<file path="config.mk">
export PLATFORM = sky130hd
export DESIGN_NAME = drive_sequencer
export DESIGN_NICKNAME = d
export VERILOG_FILES = /design/src/rtl/drive_pkg.sv /design/src/rtl/drive_sequencer_tick_gen.sv /design/src/rtl/drive_sequencer.sv
export SDC_FILE = /design/constraint.sdc
export NUM_CORES = 1
export LEC_CHECK = 0
export ABC_AREA = 1
export CORE_ASPECT_RATIO = 0.6
export CORE_MARGIN = 5
export CORE_UTILIZATION = 30
export CTS_BUF_LIST = sky130_fd_sc_hd__clkbuf_8
export DETAILED_ROUTE_END_ITERATION = 12
export PLACE_DENSITY = 0.54
export SKIP_LAST_GASP = 1
export SYNTH_ARGS = -nofsm -noshare
export SYNTH_HDL_FRONTEND = slang
export SYNTH_SLANG_ARGS = --single-unit
</file>
<file path="constraint.sdc">
create_clock -name sys_clk -period 2.3 [get_ports sys_clk]
set_clock_uncertainty 0.05 [all_clocks]
set_input_delay 0.69 -clock sys_clk [delete_from_list [all_inputs] [get_ports sys_clk]]
set_output_delay 0.69 -clock sys_clk [all_outputs]
set_load 0.03 [all_outputs]
</file>
<file path="src/rtl/drive_pkg.sv">
// Shared encodings for the drive sequencer: motor commands, command codes,
// FSM states, mode selection and indicator-light decode.
package drive_pkg;

    localparam logic [3:0] MS_STOP    = 4'b0000;
    localparam logic [3:0] MS_FORWARD = 4'b0001;
    localparam logic [3:0] MS_BACK    = 4'b0010;
    localparam logic [3:0] MS_LEFT    = 4'b0100;
    localparam logic [3:0] MS_RIGHT   = 4'b1000;

    localparam logic [2:0] CMD_STOP  = 3'b000;
    localparam logic [2:0] CMD_FWD   = 3'b001;
    localparam logic [2:0] CMD_LEFT  = 3'b010;
    localparam logic [2:0] CMD_RIGHT = 3'b011;
    localparam logic [2:0] CMD_UTURN = 3'b100;

    localparam logic [1:0] ST_IDLE   = 2'd0;
    localparam logic [1:0] ST_TURN   = 2'd1;
    localparam logic [1:0] ST_COOL   = 2'd2;
    localparam logic [1:0] ST_CRUISE = 2'd3;

    localparam logic [1:0] GS_MANUAL = 2'b00;
    localparam logic [1:0] GS_SEMI   = 2'b01;
    localparam logic [1:0] GS_AUTO   = 2'b10;
    localparam logic [1:0] GS_RSVD   = 2'b11;

    typedef struct packed {
        logic right;
        logic left;
        logic back;
        logic fwd;
    } lights_t;

    // Only the four legal one-hot motor commands light anything.
    function automatic lights_t decode_lights(input logic [3:0] ms);
        lights_t l;
        l = '0;
        case (ms)
            MS_FORWARD: l.fwd   = 1'b1;
            MS_BACK:    l.back  = 1'b1;
            MS_LEFT:    l.left  = 1'b1;
            MS_RIGHT:   l.right = 1'b1;
            default:    l = '0;
        endcase
        return l;
    endfunction

endpackage

</file>
<file path="src/rtl/drive_sequencer_tick_gen.sv">
// Free-running tick divider: one-cycle pulse every TICK_CYCLES clocks,
// restarted from zero by clr so timed states begin on a full tick period.
module tick_gen #(
    parameter int TICK_CYCLES = 2_000_000
) (
    input  logic sys_clk,
    input  logic rst,
    input  logic clr,
    output logic tick
);
    localparam int CW = (TICK_CYCLES > 1) ? $clog2(TICK_CYCLES) : 1;
    localparam logic [CW-1:0] LAST = CW'(TICK_CYCLES - 1);

    logic [CW-1:0] cnt;

    always_ff @(posedge sys_clk or negedge rst) begin
        if (!rst)
            cnt <= '0;
        else if (clr || cnt == LAST)
            cnt <= '0;
        else
            cnt <= cnt + 1'b1;
    end

    assign tick = (cnt == LAST);

endmodule

</file>
<file path="src/rtl/drive_sequencer.sv">
// Motor-command owner: selects manual/semi/auto source and runs each accepted
// command as turn -> forward cooldown -> cruise-to-crossroad.
module drive_sequencer
    import drive_pkg::*;
#(
    parameter int TICK_CYCLES = 2_000_000,
    parameter int TURN_TICKS  = 200,
    parameter int UTURN_TICKS = 400,
    parameter int COOL_TICKS  = 50
) (
    input  logic       sys_clk,
    input  logic       rst,
    input  logic       power,
    input  logic [1:0] global_state,
    input  logic [3:0] detector,
    input  logic [3:0] manual_cmd,
    input  logic       semi_valid,
    input  logic [2:0] semi_cmd,
    input  logic       auto_valid,
    input  logic [2:0] auto_cmd,
    output logic       semi_ack,
    output logic       auto_ack,
    output logic [3:0] moving_state,
    output logic       arrive,
    output logic       busy,
    output logic       move_forward_light,
    output logic       move_backward_light,
    output logic       turn_left_light,
    output logic       turn_right_light
);
    localparam logic [10:0] TURN_T  = 11'(TURN_TICKS);
    localparam logic [10:0] UTURN_T = 11'(UTURN_TICKS);
    localparam logic [10:0] COOL_T  = 11'(COOL_TICKS);

    logic [1:0]  state_q, state_d;
    logic [3:0]  ms_d;
    logic [10:0] tcnt_q, target_q, target_d;
    logic [2:0]  mode_q;
    logic        arrive_d, accept, active, mode_chg, crossroad;
    logic        sel_valid, sel_ack, tick, clr;
    logic [2:0]  sel_cmd;
    logic        det_unused;
    lights_t     lights_d;

    assign det_unused = detector[3];
    assign crossroad  = detector[0] | ~detector[1] | ~detector[2];
    assign active     = power && (global_state == GS_SEMI || global_state == GS_AUTO);
    assign mode_chg   = {power, global_state} != mode_q;
    assign sel_valid  = (global_state == GS_SEMI) ? semi_valid : auto_valid;
    assign sel_ack    = (global_state == GS_SEMI) ? semi_ack   : auto_ack;
    assign sel_cmd    = (global_state == GS_SEMI) ? semi_cmd   : auto_cmd;
    assign accept     = active && !mode_chg && state_q == ST_IDLE && sel_valid && !sel_ack;
    assign clr        = (state_d != state_q);
    assign lights_d   = decode_lights(ms_d);

    tick_gen #(.TICK_CYCLES(TICK_CYCLES)) u_tick (
        .sys_clk (sys_clk),
        .rst     (rst),
        .clr     (clr),
        .tick    (tick)
    );

    always_comb begin
        state_d  = state_q;
        ms_d     = moving_state;
        target_d = target_q;
        arrive_d = 1'b0;
        if (!active) begin
            state_d = ST_IDLE;
            ms_d    = (power && global_state == GS_MANUAL) ? manual_cmd : MS_STOP;
        end else if (mode_chg) begin
            state_d = ST_IDLE;
            ms_d    = MS_STOP;
        end else begin
            case (state_q)
                ST_IDLE: begin
                    ms_d = MS_STOP;
                    if (accept) begin
                        case (sel_cmd)
                            CMD_FWD:   begin state_d = ST_COOL; ms_d = MS_FORWARD; end
                            CMD_LEFT:  begin state_d = ST_TURN; ms_d = MS_LEFT;  target_d = TURN_T;  end
                            CMD_RIGHT: begin state_d = ST_TURN; ms_d = MS_RIGHT; target_d = TURN_T;  end
                            CMD_UTURN: begin state_d = ST_TURN; ms_d = MS_RIGHT; target_d = UTURN_T; end
                            default:   state_d = ST_IDLE;
                        endcase
                    end
                end
                // Leave on the tick that completes the target count.
                ST_TURN: if (tick && tcnt_q == target_q - 11'd1) begin
                    state_d = ST_COOL;
                    ms_d    = MS_FORWARD;
                end
                ST_COOL: if (tick && tcnt_q == COOL_T - 11'd1) state_d = ST_CRUISE;
                ST_CRUISE: if (crossroad) begin
                    state_d  = ST_IDLE;
                    ms_d     = MS_STOP;
                    arrive_d = 1'b1;
                end
                default: begin
                    state_d = ST_IDLE;
                    ms_d    = MS_STOP;
                end
            endcase
        end
    end

    always_ff @(posedge sys_clk or negedge rst) begin
        if (!rst) begin
            state_q             <= ST_IDLE;
            tcnt_q              <= '0;
            target_q            <= '0;
            mode_q              <= '0;
            moving_state        <= MS_STOP;
            semi_ack            <= 1'b0;
            auto_ack            <= 1'b0;
            arrive              <= 1'b0;
            busy                <= 1'b0;
            move_forward_light  <= 1'b0;
            move_backward_light <= 1'b0;
            turn_left_light     <= 1'b0;
            turn_right_light    <= 1'b0;
        end else begin
            state_q  <= state_d;
            target_q <= target_d;
            mode_q   <= {power, global_state};
            if (clr)
                tcnt_q <= '0;
            else if (tick && (state_q == ST_TURN || state_q == ST_COOL))
                tcnt_q <= tcnt_q + 11'd1;
            moving_state        <= ms_d;
            semi_ack            <= accept && global_state == GS_SEMI;
            auto_ack            <= accept && global_state == GS_AUTO;
            arrive              <= arrive_d;
            busy                <= (state_d != ST_IDLE);
            move_forward_light  <= lights_d.fwd;
            move_backward_light <= lights_d.back;
            turn_left_light     <= lights_d.left;
            turn_right_light    <= lights_d.right;
        end
    end

endmodule

</file>
**Word-level counts from Yosys, hierarchy flattened**

Index checks and enable logic that the tools add are counted.
Widths: inputs -> output; s select.

- Muxes and demuxes: 31
- Equality and inequality tests: 18
- Reduce and logical (&&, ||, !) cells: 25
- Add/sub/neg operators: 3
- Bitwise gates (word level): 5

Operator list:

| kind | count |
|---|---|
| $mux 4 | 6 |
| $pmux 4 s3 | 2 |
| $mux 11 | 2 |
| $pmux 11 s2 | 1 |
| $add 21x1->21 const B | 1 |
| $eq 21x21->1 const B | 1 |
| $mux 21 | 1 |
| $mux 2 | 6 |
| $add 11x1->11 const B | 1 |
| $eq 11x11->1 | 1 |
| $eq 11x6->1 const B | 1 |
| $logic_and 1x1->1 | 11 |
| $sub 11x1->11 const B | 1 |
| $mux 1 | 10 |
| $pmux 2 s4 | 1 |
| $eq 2x2->1 const B | 3 |
| $eq 3x2->1 const B | 2 |
| $reduce_bool 2->1 | 3 |
| $reduce_and 5->1 | 1 |
| $eq 2x1->1 const B | 2 |
| $eq 4x1->1 const B | 1 |
| $eq 4x2->1 const B | 1 |
| $eq 4x3->1 const B | 1 |
| $eq 4x4->1 const B | 1 |
| 13 further kinds | 21 |

- Logic and storage cells: 96
- Input port bits: 21
- Bits in registers: 60
- Output and inout port bits: 12

**Depth between registers and ports, before layout**

Gate-level depths: netlist of the first run.

- Depth after elaboration: 14
- Depth in mapped cells: 18
- Mapped depth without buffers: 17

**Modules after synthesis**

Synthesis of the first run repeated with hierarchy kept, for this count alone.

- Cells, all modules: 451
- Area, all modules: 3350.7 um^2

Modules (own cells, without submodules):

| module | area each (um^2) | sequential area each (um^2) | instances | cells each |
|---|---|---|---|---|
| drive_sequencer | 2069.5 | 775.7 | 1 | 280 |
| tick_gen | 1281.2 | 525.5 | 1 | 171 |

**Worst setup path before layout of the first run**

Ideal clock, no wire load.

- Path type: input port to flip-flop
- Start point: input port global_state[0]
- End point: register u_tick.cnt[4]
- Required time: 2.129 ns
- Setup slack: -0.095 ns
- Data arrival time: 2.224 ns
- Stages: 16
- Setup time: 0.121 ns
- Path buffers: 1
- Cell sequence: inv_2 > ha_1 > nand3_1 > nor2_2 > nand2_4 > inv_4 > nand3_4 > nor2_2 > nor2_1 > nor2_1 > nand2_1 > nand2_1 > nand2_2 > nand3_2 > buf_6 > nor2_2

- Longest elaborated chain between the ends: 14
- Elaborated cells between the ends (all ways): 27
- Classes of those cells: 8 x eq/ne; 9 x mux; 10 x reduce/logical

RTL lines:

| element | RTL line | text |
|---|---|---|
| start, declared | drive_sequencer.sv:14 | `input logic [1:0] global_state,` |
| parallel branches: the longest is 10 deep, another holds $pmux 2 s4 | n/a |  |
| $mux 2 (*) | drive_sequencer.sv:68 | `if (!active) begin` |
| $ne 2x2->1 (*) | drive_sequencer.sv:53 | `assign clr = (state_d != state_q);` |
| $logic_or 1x1->1 (*) | drive_sequencer_tick_gen.sv:19 | `else if (clr \|\| cnt == LAST)` |
| $mux 21 (*) | drive_sequencer_tick_gen.sv:19 |  |
| end signal, assigned | drive_sequencer_tick_gen.sv:22 | `cnt <= cnt + 1'b1;` |
| end, declared | drive_sequencer_tick_gen.sv:14 | `logic [CW-1:0] cnt;` |

Mark *: on every way between the ends.
A chain may end at the register's enable or synchronous reset.

**Final worst setup path of the first run**

- Start point: input port global_state[0]
- End point: register u_tick.cnt[11]

Same word-level chain as after synthesis.

==> run summary, run 1 <==
status: complete, no violations
CTS sink count: 52
GRT Overall Usage: 0.1298
Worst Path Max Fanout: 7
first-pass GRT wire length: 13.93 mm
P&R area growth vs syn: 36.31%
vias in the first global route: 2,743
H-Tree Depth: 2
hpwl dp: 6.533 mm
routed len/inst: 13.27 um
Syn Nets: 454
final worst path period share: 0.9928
min cycle time layout: 2284 ps
LEAKAGE: 2.082 nW
worst-skew pair later-pin latency: 310 ps
diode count: 0
RSZ-0062 raised after global routing: true
Die Width: 145.0 um
# DRC: 0
worst setup margin: 16.48 ps
worst IR drop on VDD: 220.0 uV
count of pins over their slew limit: 0
Total Wirelength: 8.505 mm
Top FF cell, synth: dfrtp_1
Die ar.: 13,200 um^2
type of origin of the critical path: input pin
Place WS: -818.9 ps
worst reg2reg path depth: 17
worst hold-check path type: input pin to async pin
clk slew on worst S/H paths: 100 ps
drt via density: 4.473
cts bufs inserted: 5
largest net degree at the start of global routing: 35
core area: 10,630 um^2
Initial Util: 0.3086
Die H: 91 um
endpoints failing setup: 0
CP Data Required Time: 2450 ps
register area share after synthesis: 0.3966
Post-Synthesis Cells: 421
Seq cells post-synth: 52
Port Buf Inserts: 31
CTS Root Cell: clkbuf_8
Max-Slew Margin vs Limit: 0.6648
Post-synth EDFFs: 0
FP Rows: 29
max_cap viols: 0
TritonRoute pass-1 iters: 4
DR vias: 2,867
total power: 0.002166 W
initial antenna violation count: 0
CTS Buffer Depth: 2
CP Capture Type: flip-flop
crit path kind: input pin to flip-flop
Synth cell types: 34
CTS tree: yes
grt ovf: 0
cell area after synthesis: 3281 um^2
Synth Warn #: 0
pwr dens: 484.4 nW/um^2
fraction of layout cells with a size suffix above 1: 0.3048
Post-Syn Area per Cell: 7.793 um^2
post-route antenna net violation count: 0
Final #Nets: 534
fmax: 437.9 MHz
# IOs: 33
WP data arrival: 2440 ps
Starting DRT DRC Count: 191
final hold vios: 0
Post-synth ARST share: 1.000
final RePlAce weighted congestion: 0.8582
worst-margin pin slew: 502.8 ps
-- synthesized netlist by cell type, drive strengths merged, types with 3 or more instances --
master,n,area (um^2)
a21oi,10,61.31
buf,3,33.78
dfrtp,52,1301
ha,12,150.1
inv,68,257.8
nand2,94,377.9
nand3,25,180.2
nand4,11,75.07
nor2,93,456.7
nor3,7,50.05
o21ai,15,82.58
xnor2,6,52.55
xor2,15,131.4
-- worst max-delay path, stage by stage --
cell     delay (ps)
buf_8           100
inv_8            30
ha_4            270
nand3_4          60
nor2_4          100
nand2_4          60
inv_4            60
nand3_4         120
nor2_4          140
nor2_1           50
nor2_1          140
nand2_1         100
nand2_1          80
nand2_2          80
nand3_4         160
buf_12          160
nor2_2           40
-- metal layers --
| layer | GRT usage | vias to the layer above | routed length [um] | part of all wire |
|---|---|---|---|---|
| met5 | 0 | - | 0 | 0 |
| met4 | 0.02508 | 0 | 57 | 0.0067 |
| met3 | 0.03134 | 7 | 437 | 0.051 |
| met2 | 0.1668 | 52 | 3267 | 0.38 |
| met1 | 0.2137 | 1334 | 4743 | 0.56 |
| li1 | - | 1474 | - | - |
-- logic make-up after synthesis --
family,share of synthesized area
AND/OR/NAND/NOR,0.3577
buffers and inverters,0.08886
flip-flops,0.3966
AO/OA/AOI/OAI,0.05492
XOR/XNOR,0.05607
adder cells (fa/ha/maj),0.04577
-- worst paths after layout --
kind	slack, ps	to	startpoint
max reg2reg	90	u_tick.cnt[11]	target_q[4]
min reg2reg	480	target_q[7]	target_q[7]
min	280	state_q[1]	rst
max	20	u_tick.cnt[11]	global_state[0]
max in group asynchronous	1350	target_q[7]	rst
min in group sys_clk	450	mode_q[0]	global_state[0]
-- repair_timing --
action / CTS / global route
gates resized for setup: 28 / 43
endpoints found under the setup margin: 44 / 37
gates cloned: 1 / 0
hold buffers: 0 / 0
pin swaps: 22 / 38
setup buffers: 9 / 2
-- registers in the layout, summed over array words and instances (netlist names) --
register,count
arrive,1
auto_ack,1
busy,1
mode_q,3
move_backward_light,1
move_forward_light,1
moving_state,4
semi_ack,1
state_q,2
target_q,3
tcnt_q,11
turn_left_light,1
turn_right_light,1
u_tick.cnt,21
-- placed cells by master, fill, tap and decap left out, types with 10 or more instances in the layout --
| cell type | instances |
|---|---|
| xor2_1 | 15 |
| nand3_1 | 14 |
| dfrtp_1 | 52 |
| clkdlybuf4s50_1 | 24 |
| nor2_2 | 29 |
| nand4_1 | 10 |
| inv_1 | 58 |
| buf_4 | 40 |
| nor2_4 | 13 |
| nor2_1 | 51 |
| nand2_2 | 12 |
| nand2_1 | 79 |
-- stage by stage --
| stage | cell area (um^2) | cells | util | TNS [ps] | hold slack (ps) |
|---|---|---|---|---|---|
| after floorplan | 3329 | 421 | - | -686.0 | 344.4 |
| after global placement | 4064 | 622 | 0.3823 | -31180 | 453.5 |
| after detailed placement | 4064 | 622 | 0.3823 | -32750 | 458.0 |
| after CTS | 4314 | 640 | 0.4058 | -324.0 | 287.7 |
| after global routing | 4472 | 641 | 0.4206 | -1815 | 309.4 |
| final | 4472 | 641 | 0.4206 | 0 | 282.0 |
-- area by class of cell --
type / count / area (um^2)
repair buffers: 76 / 734.5
flip-flops and latches: 52 / 1301
clock inverters: 2 / 7.507
multi-input cells: 298 / 1892
well taps: 139 / 173.9
clock buffers: 6 / 82.58
fillers: 1034 / 6160
inverters: 68 / 280.3
-- report_power, final --
part	switching, W	internal [W]	total [W]
Combinational	0.000318	0.000263	0.000581
Clock	0.000305	0.000238	0.000542
Sequential	0.0000555	0.000988	0.00104
Total	0.000678	0.00149	0.00217
Note: power is estimated with default switching activity, not from simulation.
==> run 2, diff against run 1 <==
--- a/config.mk
+++ b/config.mk
@@ -11,6 +11,7 @@
 export CORE_UTILIZATION = 30
 export CTS_BUF_LIST = sky130_fd_sc_hd__clkbuf_8
 export DETAILED_ROUTE_END_ITERATION = 12
+export GPL_TIMING_DRIVEN = 0
 export PLACE_DENSITY = 0.54
 export SKIP_LAST_GASP = 1
 export SYNTH_ARGS = -nofsm -noshare
==> run 2 against run 1 <==
  * Clock power grew 3%
  * Final area decreased by 2.8%
  * Sequential power is essentially flat
  * Critical path type unchanged
  * Final cell count is 2.8% lower
  * Core utilization shrank 1.2 points
  * Global-route usage is 0.27 points lower
  * Hold slack worse by 18 ps
  * Highest routed layer unchanged
==> run summary, run 2 (synthesis results as in run 1) <==
slowest CP cell: clkdlybuf4s50_1
Worst Path Max Fanout: 5
Biggest register: u_tick.cnt
initial antenna violation count: 0
crit path kind: input pin to flip-flop
pwr dens: 504.9 nW/um^2
CP cell instances: clkdlybuf4s50_1, or2_1, o21ai_4, nor2_1, nand3_2, nor2_4, nor2_2, nor2_1, nand2_1, nand2_1, nand2_2, nand3_4, clkbuf_16, nor2_4
diode count: 0
R2R Path End: u_tick.cnt[4]
core area: 10,630 um^2
Starting DRT DRC Count: 165
first-pass GRT wire length: 13.63 mm
Initial Util: 0.3086
Pint: 0.001482 W
drt via density: 4.403
min cycle time layout: 2286 ps
FP Rows: 29
Max-Slew Margin vs Limit: 0.6835
endpoints failing setup: 0
TritonRoute pass-1 iters: 4
commonest non-fill, non-tap cell in the layout: nand2_1
sequential cell area: 1304 um^2
Place WS: -1047 ps
CTS tree: yes
multi-input combinational cell area: 1878 um^2
most frequent cells in the layout: nand2_1 (84), inv_1 (58), dfrtp_1 (50)
worst reg2reg path depth: 17
max_cap viols: 0
CP Data Required Time: 2450 ps
Buf/Inv on CP: 2
hold buffer count at cts: 0
CTS Buffer Depth: 2
# IOs: 33
Clock power frac: 0.255
CP Capture Type: flip-flop
worst r2r src: target_q[6]
max reg flops: 21
Top delay family on crit path: simple AND/OR/NAND/NOR gates
Port Buf Inserts: 31
fraction of layout cells with a size suffix above 1: 0.2727
Die H: 91 um
fillers: 1,056
non-filler cells, final: 623
P&R area growth vs syn: 32.53%
Switching Fraction: 0.3250
status: complete, no violations
type of origin of the critical path: input pin
final RePlAce weighted congestion: 0.8511
GRT Overall Usage: 0.1271
total power: 0.002195 W
CTS sink count: 52
WP depth: 14
H-Tree Depth: 2
worst hold-check path type: input pin to async pin
worst setup margin: 14.10 ps
Reg power frac: 0.479
Die Width: 145.0 um
crit path to: u_tick.cnt[4]
crit-path max cell delay: 450 ps
cts bufs inserted: 5
# DRC: 0
Top Registers: u_tick.cnt x21, tcnt_q x11, moving_state x4
final worst path period share: 0.9939
fmax: 437.5 MHz
grt ovf: 0
FF-to-FF setup slack: 110 ps
clk slew on worst S/H paths: 100 ps
RSZ-0062 raised after global routing: true
dpl cells: 592
vias in the first global route: 2,627
hpwl dp: 6.014 mm
Final #Nets: 516
CTS Root Cell: clkbuf_8
worst-skew pair later-pin latency: 320 ps
Die ar.: 13,200 um^2
count of pins over their slew limit: 0
Total Wirelength: 8.209 mm
DR vias: 2,743
sw power: 0.0007135 W
final hold slack: 263.9 ps
final hold vios: 0
WP data arrival: 2430 ps
Setup crit start: semi_cmd[0]
worst IR drop on VDD: 223.8 uV
combinational group share of total power: 0.266
largest net degree at the start of global routing: 36
routed len/inst: 13.18 um
worst-margin pin slew: 474.7 ps
LEAKAGE: 1.981 nW
post-route antenna net violation count: 0
## run 2: changes by cell type in the layout (fill, tap and decap cells not counted), sizes merged
cell,before,now
dlymetal6s2s,3,2
buf,48,29
clkdlybuf4s50,24,25
clkbuf,6,7
## run 2: timing repair
action / in CTS / in global routing
setup endpoints to repair: 44 / 38
pin swaps: 12 / 19
gates cloned: 1 / 1
setup buffers: 15 / 7
resized for setup: 28 / 44
## run 2: power groups by stage
stage,Combinational (W),Clock (W),Sequential (W)
6_report,0.000585,0.000560,0.00105
4_1_cts,0.000503,0.000588,0.00105
5_1_grt,0.000655,0.000626,0.00106
3_5_place_dp,0.000459,0,0.00107
2_1_floorplan,0.000330,0,0.00106
3_3_place_gp,0.000450,0,0.00107
## run 2: how the worst min path moves through the flow
| stage | slack, ps | start | to |
|---|---|---|---|
| after detailed placement | 440 | u_tick.cnt[0] | u_tick.cnt[0] |
| final | 260 | rst | u_tick.cnt[16] |
| after CTS | 280 | rst | u_tick.cnt[16] |
| after floorplan | 340 | rst | arrive |
| after global placement | 440 | u_tick.cnt[0] | u_tick.cnt[0] |
| after global routing | 280 | rst | mode_q[0] |
## run 2: metal layers
| metal | vias to the layer above | part of all wire | global-route usage |
|---|---|---|---|
| li1 | 1433 | - | - |
| met2 | 44 | 0.37 | 0.1649 |
| met5 | - | 0 | 0 |
| met3 | 5 | 0.048 | 0.03483 |
| met1 | 1261 | 0.58 | 0.2054 |
| met4 | 0 | 0.0046 | 0.02429 |
## run 2: worst register-to-register path: cells and delay by family (launching register included)
| family | cells | cell delay (ps) |
|---|---|---|
| adder cells (fa/ha/maj) | 1 | 140 |
| AND/OR/NAND/NOR | 13 | 1170 |
| buffers and inverters | 3 | 320 |
| flip-flops | 1 | 440 |
## run 2: stage by stage
step                TNS [ps]  instance area (um^2)    util
finish                     0                  4348  0.4090
global route           -1758                  4348  0.4090
detailed placement    -40180                  3829  0.3601
floorplan             -686.0                  3329       -
global placement     -105990                  3814  0.3587
CTS                        0                  4118  0.3873
## run 2: cell type report
class                           count  area share
Buffer                              3     0.01266
Clock buffer                        6     0.01899
Clock inverter                      2    0.001727
Inverter                           68     0.06446
Multi-Input combinational cell    298      0.4319
Sequential cell                    52      0.2999
Tap cell                          139     0.04000
Timing Repair Buffer               55      0.1304
